<file path="src/rtl/rb_pkg.sv">
// Shared definitions for the parametrised DLL replay buffer.
package rb_pkg;

    // DLLP acknowledge codes presented on ack_nack
    typedef enum logic [1:0] {
        AN_NONE = 2'b00,
        AN_ACK  = 2'b01,
        AN_NAK  = 2'b10,
        AN_RSVD = 2'b11
    } an_code_e;

    // Replay controller states
    typedef enum logic {
        RB_IDLE,
        RB_REPLAY
    } rb_state_e;

    // Replay attempts allowed before a rollover is reported to the LTSSM
    localparam logic [1:0] REPLAY_NUM_MAX = 2'd3;

endpackage

</file>
<file path="src/rtl/rb_mem.sv">
// Replay storage: simple dual-port RAM, synchronous write, asynchronous read.
module rb_mem #(
    parameter int W     = 28,
    parameter int DEPTH = 16,
    parameter int AW    = $clog2(DEPTH)
) (
    input  logic          clk,
    input  logic          we_i,
    input  logic [AW-1:0] waddr_i,
    input  logic [W-1:0]  wdata_i,
    input  logic [AW-1:0] raddr_i,
    output logic [W-1:0]  rdata_o
);

    logic [W-1:0] mem_q [DEPTH];

    // Store one {data, seq} entry per accepted write; contents are never reset
    always_ff @(posedge clk) begin
        if (we_i) begin
            mem_q[waddr_i] <= wdata_i;
        end
    end

    assign rdata_o = mem_q[raddr_i];

endmodule

</file>
<file path="src/rtl/replay_buffer_p.sv">
// DLL replay buffer: retains transmitted TLP words with their sequence
// numbers, purges on ACK/NAK and replays all outstanding words on NAK or
// replay-timer expiry, tracking REPLAY_NUM and reporting rollover.
module replay_buffer_p
    import rb_pkg::*;
#(
    parameter int DATA_W = 16,
    parameter int DEPTH  = 16,
    parameter int SEQ_W  = 12,
    parameter int AW     = $clog2(DEPTH)
) (
    input  logic              clk,
    input  logic              rst,
    input  logic              we,
    input  logic [DATA_W-1:0] din,
    output logic              wr_ready,
    output logic [SEQ_W-1:0]  wr_seq,
    input  logic [1:0]        ack_nack,
    input  logic [SEQ_W-1:0]  ack_seq,
    input  logic              tim_out,
    input  logic              busy_n,
    output logic              rp_valid,
    output logic [DATA_W-1:0] rp_data,
    output logic [SEQ_W-1:0]  rp_seq,
    output logic              replaying,
    output logic [AW:0]       count,
    output logic              full,
    output logic              empty,
    output logic              rollover,
    output logic              seq_err
);

    localparam logic [AW-1:0] PTR_ONE  = AW'(1);
    localparam logic [AW:0]   CNT_FULL = (AW+1)'(DEPTH);

    rb_state_e        state_q, state_d;
    logic [AW-1:0]    head_q, head_d;
    logic [AW-1:0]    tail_q, tail_d;
    logic [AW-1:0]    rp_ptr_q, rp_ptr_d;
    logic [AW:0]      count_q, count_d;
    logic [SEQ_W-1:0] wr_seq_q, wr_seq_d;
    logic [SEQ_W-1:0] head_seq_q, head_seq_d;
    logic [1:0]       replay_num_q, replay_num_d;
    logic             rollover_q, rollover_d;
    logic             seq_err_q, seq_err_d;

    logic                    wr_acc;
    logic                    is_ack, is_nak, an_hit, an_ok;
    logic [SEQ_W-1:0]        an_dist;
    logic [AW:0]             purge;
    logic [AW:0]             remain;
    logic [AW-1:0]           rp_off_base;
    logic [AW:0]             rp_off;
    logic [DATA_W+SEQ_W-1:0] rd_word;

    assign wr_ready = (state_q == RB_IDLE) && (count_q != CNT_FULL);
    assign wr_acc   = we && wr_ready;

    // Distance from the oldest outstanding entry; 0 means nothing new acked
    assign is_ack  = (ack_nack == AN_ACK);
    assign is_nak  = (ack_nack == AN_NAK);
    assign an_hit  = is_ack || is_nak;
    assign an_dist = ack_seq - head_seq_q + SEQ_W'(1);
    assign an_ok   = (an_dist <= SEQ_W'(count_q));
    assign purge   = (an_hit && an_ok) ? (AW+1)'(an_dist) : '0;
    assign remain  = count_q - purge;

    // Offset (from the pre-purge head) of the word the replay presents next
    assign rp_off_base = rp_ptr_q - head_q;
    assign rp_off      = (AW+1)'(rp_off_base) + (AW+1)'(busy_n);

    rb_mem #(
        .W     (DATA_W + SEQ_W),
        .DEPTH (DEPTH),
        .AW    (AW)
    ) u_mem (
        .clk     (clk),
        .we_i    (wr_acc),
        .waddr_i (tail_q),
        .wdata_i ({din, wr_seq_q}),
        .raddr_i (rp_ptr_q),
        .rdata_o (rd_word)
    );

    // Next-state: write, purge, replay start/advance and REPLAY_NUM tracking
    always_comb begin
        state_d      = state_q;
        head_d       = head_q + AW'(purge);
        head_seq_d   = head_seq_q + SEQ_W'(purge);
        tail_d       = tail_q;
        wr_seq_d     = wr_seq_q;
        rp_ptr_d     = rp_ptr_q;
        count_d      = remain + (AW+1)'(wr_acc);
        replay_num_d = replay_num_q;
        rollover_d   = 1'b0;
        seq_err_d    = an_hit && !an_ok;

        if (purge != '0) begin
            replay_num_d = '0;
        end

        if (wr_acc) begin
            tail_d   = tail_q + PTR_ONE;
            wr_seq_d = wr_seq_q + SEQ_W'(1);
        end

        case (state_q)
            RB_IDLE: begin
                if (((is_nak && an_ok) || tim_out) && (remain != '0)) begin
                    if (replay_num_d == REPLAY_NUM_MAX) begin
                        rollover_d   = 1'b1;
                        replay_num_d = '0;
                    end else begin
                        replay_num_d = replay_num_d + 2'd1;
                        rp_ptr_d     = head_d;
                        state_d      = RB_REPLAY;
                    end
                end
            end
            RB_REPLAY: begin
                if (rp_off < purge) begin
                    rp_ptr_d = head_d;
                end else begin
                    rp_ptr_d = rp_ptr_q + AW'(busy_n);
                end
                if ((busy_n && (rp_ptr_q == tail_q - PTR_ONE)) || (remain == '0)) begin
                    state_d = RB_IDLE;
                end
            end
            default: state_d = RB_IDLE;
        endcase
    end

    // State and pointer registers with synchronous reset
    always_ff @(posedge clk) begin
        if (rst) begin
            state_q      <= RB_IDLE;
            head_q       <= '0;
            tail_q       <= '0;
            rp_ptr_q     <= '0;
            count_q      <= '0;
            wr_seq_q     <= '0;
            head_seq_q   <= '0;
            replay_num_q <= '0;
            rollover_q   <= 1'b0;
            seq_err_q    <= 1'b0;
        end else begin
            state_q      <= state_d;
            head_q       <= head_d;
            tail_q       <= tail_d;
            rp_ptr_q     <= rp_ptr_d;
            count_q      <= count_d;
            wr_seq_q     <= wr_seq_d;
            head_seq_q   <= head_seq_d;
            replay_num_q <= replay_num_d;
            rollover_q   <= rollover_d;
            seq_err_q    <= seq_err_d;
        end
    end

    assign replaying = (state_q == RB_REPLAY);
    assign rp_valid  = replaying;
    assign rp_data   = rd_word[DATA_W+SEQ_W-1:SEQ_W];
    assign rp_seq    = rd_word[SEQ_W-1:0];
    assign wr_seq    = wr_seq_q;
    assign count     = count_q;
    assign full      = (count_q == CNT_FULL);
    assign empty     = (count_q == '0);
    assign rollover  = rollover_q;
    assign seq_err   = seq_err_q;

endmodule

</file>
<file path="config.mk">
export PLATFORM = sky130hd
export DESIGN_NAME = replay_buffer_p
export DESIGN_NICKNAME = d
export VERILOG_FILES = /design/src/rtl/rb_pkg.sv /design/src/rtl/rb_mem.sv /design/src/rtl/replay_buffer_p.sv
export SDC_FILE = /design/constraint.sdc
export NUM_CORES = 1
export LEC_CHECK = 0
export BUFFER_PORTS_ARGS = -buffer_cell sky130_fd_sc_hd__buf_4
export CORE_ASPECT_RATIO = 1.1
export CORE_MARGIN = 1.5
export CORE_UTILIZATION = 28
export CTS_BUF_LIST = sky130_fd_sc_hd__clkbuf_16
export DETAILED_ROUTE_END_ITERATION = 10
export GPL_ROUTABILITY_DRIVEN = 0
export HOLD_SLACK_MARGIN = 0.03
export SYNTH_ARGS = -nofsm -noshare
export SYNTH_HDL_FRONTEND = slang
export SYNTH_SLANG_ARGS = --single-unit
</file>
<file path="constraint.sdc">
create_clock -name clk -period 6.85 [get_ports clk]
set_clock_uncertainty 0.2 [all_clocks]
set_input_delay 0.3425 -clock clk [delete_from_list [all_inputs] [get_ports clk]]
set_output_delay 0.3425 -clock clk [all_outputs]
set_load 0.005 [all_outputs]
</file>
==> results.ini <==
[status]
outcome = finished, final reports clean

[sta]
slew_viol_final = 0
period_minus_slack_ns = 5.95
setup_tns_ns = 0
timing_hold_violations_final = 0
fin_crit_sh_pct = 86.9
slew-limit-headroom_pct = 34.2
final.hold.worst_slack_ns = 0.0899
rsz0062_at_grt = false
fmax_mhz = 168
tightest_slew_ns = 0.986
timing.final.setup_violations = 0

[placed_design]
portBuffers = 86
hpwlAfterDp_um = 25600
dp_cells = 2097

[routing]
vias_per_cell = 4.73
vias = 10500
route.final.wire_length_um = 47200
drt-pass1-iter-count = 5
detail-route-antenna-nets = 0
routed_wire_length_per_instance_um = 21.4
drc_errors = 0
initialDrtViolationCount = 810

[cts]
ctsHtreeMaxLevel = 2
cts_resized = 0
cts_tree = done
clockRootBuffer = sky130_fd_sc_hd__clkbuf_16
number_of_post_cts_setup_repair_buffers = 0
clock_latency_ns = 0.59
hold_buffers = 18
clkSinkCount = 498
cts_buffer_count = 50
worst_setup_hold_path_clk_slew_ns = 0.07
clock_tree.buffer_depth = 3

[worst_setup_path]
arrival_ns = 6.28
timing.critical_path.required_ns = 7.18
cp_cell_sequence = ha_1 -> inv_1 -> ha_1 -> inv_1 -> fa_1 -> xor2_1 -> inv_1 -> ha_1 -> o21a_1 -> o31ai_1 -> a21oi_1 -> nand4b_2 -> nor4_1 -> ha_1 -> inv_1 -> a21o_1 -> a21oi_1 -> xnor2_1 -> nor4_1 -> inv_1 -> o31a_2 -> a2111oi_2 -> a211o_1
worstRegToRegCells = 23
worst_path_most_repeated_cell = sky130_fd_sc_hd__inv_1
slowest_delay_ns = 0.62
launching_element_type_of_the_critical_path = flop
cp_max_fo = 6
critical_path.slowest_cell = sky130_fd_sc_hd__nor4_1
critical_path.endpoint_type = flop
critical_path_class = flop to flop

[synthesis]
synthTopCellsByArea = sky130_fd_sc_hd__edfxtp_1 65%, sky130_fd_sc_hd__mux4_2 15%, sky130_fd_sc_hd__dfxtp_1 4.8%, sky130_fd_sc_hd__ha_1 3.6%, sky130_fd_sc_hd__xnor2_1 1.1%
yosys_register_bits = 498
synth-seq-area-share_pct = 70.0
synth_edf_count = 448
async_flop_share_pct = 0
synthesis.nets = 1179
dominantRegCellSynth = sky130_fd_sc_hd__edfxtp_1
synthDominantCellAreaShare_pct = 65.1
syn-instance-count = 1080
yosys.cell_types.count = 59
post-synth-top-area-cell = sky130_fd_sc_hd__edfxtp_1
post_synth_instance_area_um2 = 20700
synthesis.yosys.warnings = 0
mean_area_per_synthesized_cell_um2 = 19.1

[power]
power.ir.vdd_worst_mv = 0.334
powerDensity_nw_per_um2 = 353
power.static_leakage_nw = 7.94

[grt]
globalRouteOverflowTotal = 0
grt_pass1_wl_um = 70100
globalRouteTotalUtil_pct = 12.6
first_global_vias = 11100
antenna_found_initial = 0
grt_max_degree = 113

[die]
initial_core_util_pct = 28.2
die_y_um = 288
row_count = 104
design.core.area_um2 = 73100
fp.dieW_um = 262
pin_count = 87
design.die.area_um2 = 75400

[cells_and_area]
num-fill-cells = 6955
ff_latch_area_um2 = 14500
fin_nets = 1312
post_route_cells_drive_above_1_share_pct = 28.6
layoutNonFillerInstCount = 2209
antennaDiodeCount = 0
synthToLayoutAreaGrowth_pct = 18.4
multi_input_combinational_cell_area_um2 = 5970

[hold_path]
timing.hold.worst.class = input pin to flop
min_path_cells = 4

[job]
max-cap-violations = 0

cell usage in the layout, fill, tap and decap left out, types with 10 or more instances in the layout:
cell type	n
sky130_fd_sc_hd__edfxtp_1	448
sky130_fd_sc_hd__a21o_1	13
sky130_fd_sc_hd__inv_1	57
sky130_fd_sc_hd__nand2_1	16
sky130_fd_sc_hd__clkbuf_16	51
sky130_fd_sc_hd__xnor2_1	26
sky130_fd_sc_hd__dlygate4sd3_1	18
sky130_fd_sc_hd__buf_4	105
sky130_fd_sc_hd__xor2_1	21
sky130_fd_sc_hd__mux4_2	140
sky130_fd_sc_hd__nor3_1	11
sky130_fd_sc_hd__nor2_4	12
sky130_fd_sc_hd__a21oi_1	21
sky130_fd_sc_hd__ha_1	59
sky130_fd_sc_hd__dfxtp_1	46
sky130_fd_sc_hd__nor2_1	43
sky130_fd_sc_hd__clkinv_2	12
sky130_fd_sc_hd__nor2b_1	10
sky130_fd_sc_hd__clkinv_1	10
sky130_fd_sc_hd__nand3_1	10
state kept, by name (all words and copies together) (netlist names), named ones only:
signal and cells:
tail_q 4, head_seq_q 12, u_mem.mem_q 448, rollover 1, replay_num_q 2, wr_seq 12, seq_err 1, head_q 4
replaying 1, count 5, rp_ptr_q 4
routing by layer:
metal / track usage [%] / routed length, um / part of all wire [%]
met3: 2.77 / 2670 / 5.7
met2: 20.9 / 23200 / 49
met4: 2.86 / 743 / 1.6
met1: 16.9 / 20600 / 44
met5: 0 / 0 / 0
path summary, 6_finish.rpt:
check,startpoint,endpoint,slack [ns]
max reg2reg,head_seq_q[1]$_SDFF_PP0_,flop,0.90
min reg2reg,head_seq_q[10]$_SDFF_PP0_,head_seq_q[10]$_SDFF_PP0_,0.30
min,ack_nack[0],seq_err$_SDFF_PP0_,0.09
max,head_seq_q[1]$_SDFF_PP0_,flop,0.90
cell type report:
type,count,share of cell area [%]
sequential,498,59.1
clock buffer,51,5.22
tap,954,4.88
timing repair buffer,124,4.04
inverter,47,0.726
clock inverter,43,1.60
multi-input combinational,492,24.4
synth_stat cells (all sizes together) (2+ instances only):
master,count
or2,3
nand3,11
and2,5
a21boi,2
nand2b,5
edfxtp,448
a31oi,3
dfxtp,50
o2111ai,2
a21oi,22
mux2i,4
a21o,13
nor2b,10
nor2,55
fa,5
o211ai,2
o21ai,9
xor2,21
a211oi,9
or3,4
o31ai,6
mux4,140
a211o,3
buf,19
ha,59
a2111oi,2
nand4,8
nor3,16
xnor2,28
and3,9
nand2,17
inv,46
o21a,4
and4,2
nor4,5
clkbuf,24
cells by family after synthesis:
group           synth area share (%)
simple gates                    3.74
xor+xnor                        2.15
mux                             15.5
fa+ha+maj                       4.06
flops                           70.0
compound gates                  2.96
buf+inv                         1.66
worst max-delay path, delay by kind of cell, from the launching register on:
kind                       cells  cell delay (ns)
AOI/OAI and AO/OA              8             1.76
xor gates and xnor gates       2             0.35
adders and majority gates      5             1.56
buffers and inverters          5             0.43
DFF                            1             0.38
and+or+nand+nor                3             1.23
stage by stage:
| step | power [mW] | util, % | setup slack (ns) | cell area (um2) |
|---|---|---|---|---|
| floorplan | 5.17 | - | 1.79 | 20700 |
| global route | 9.05 | 33.4 | 0.374 | 24500 |
| finish | 8.64 | 33.4 | 0.895 | 24500 |
| detailed placement | 6.01 | 30.9 | 0.784 | 22600 |
| global placement | 5.97 | 30.9 | 1.09 | 22600 |
| CTS | 8.78 | 33.4 | 0.879 | 24500 |
power by group:
part	internal (mW)	total [mW]	leakage (nW)	switching, mW
registers	3.48	3.67	4.38	0.183
logic	1.18	2.21	2.69	1.03
clock network	1.59	2.76	0.865	1.17
total	6.25	8.64	7.94	2.38
No activity file was read; power rests on OpenSTA's default activity.
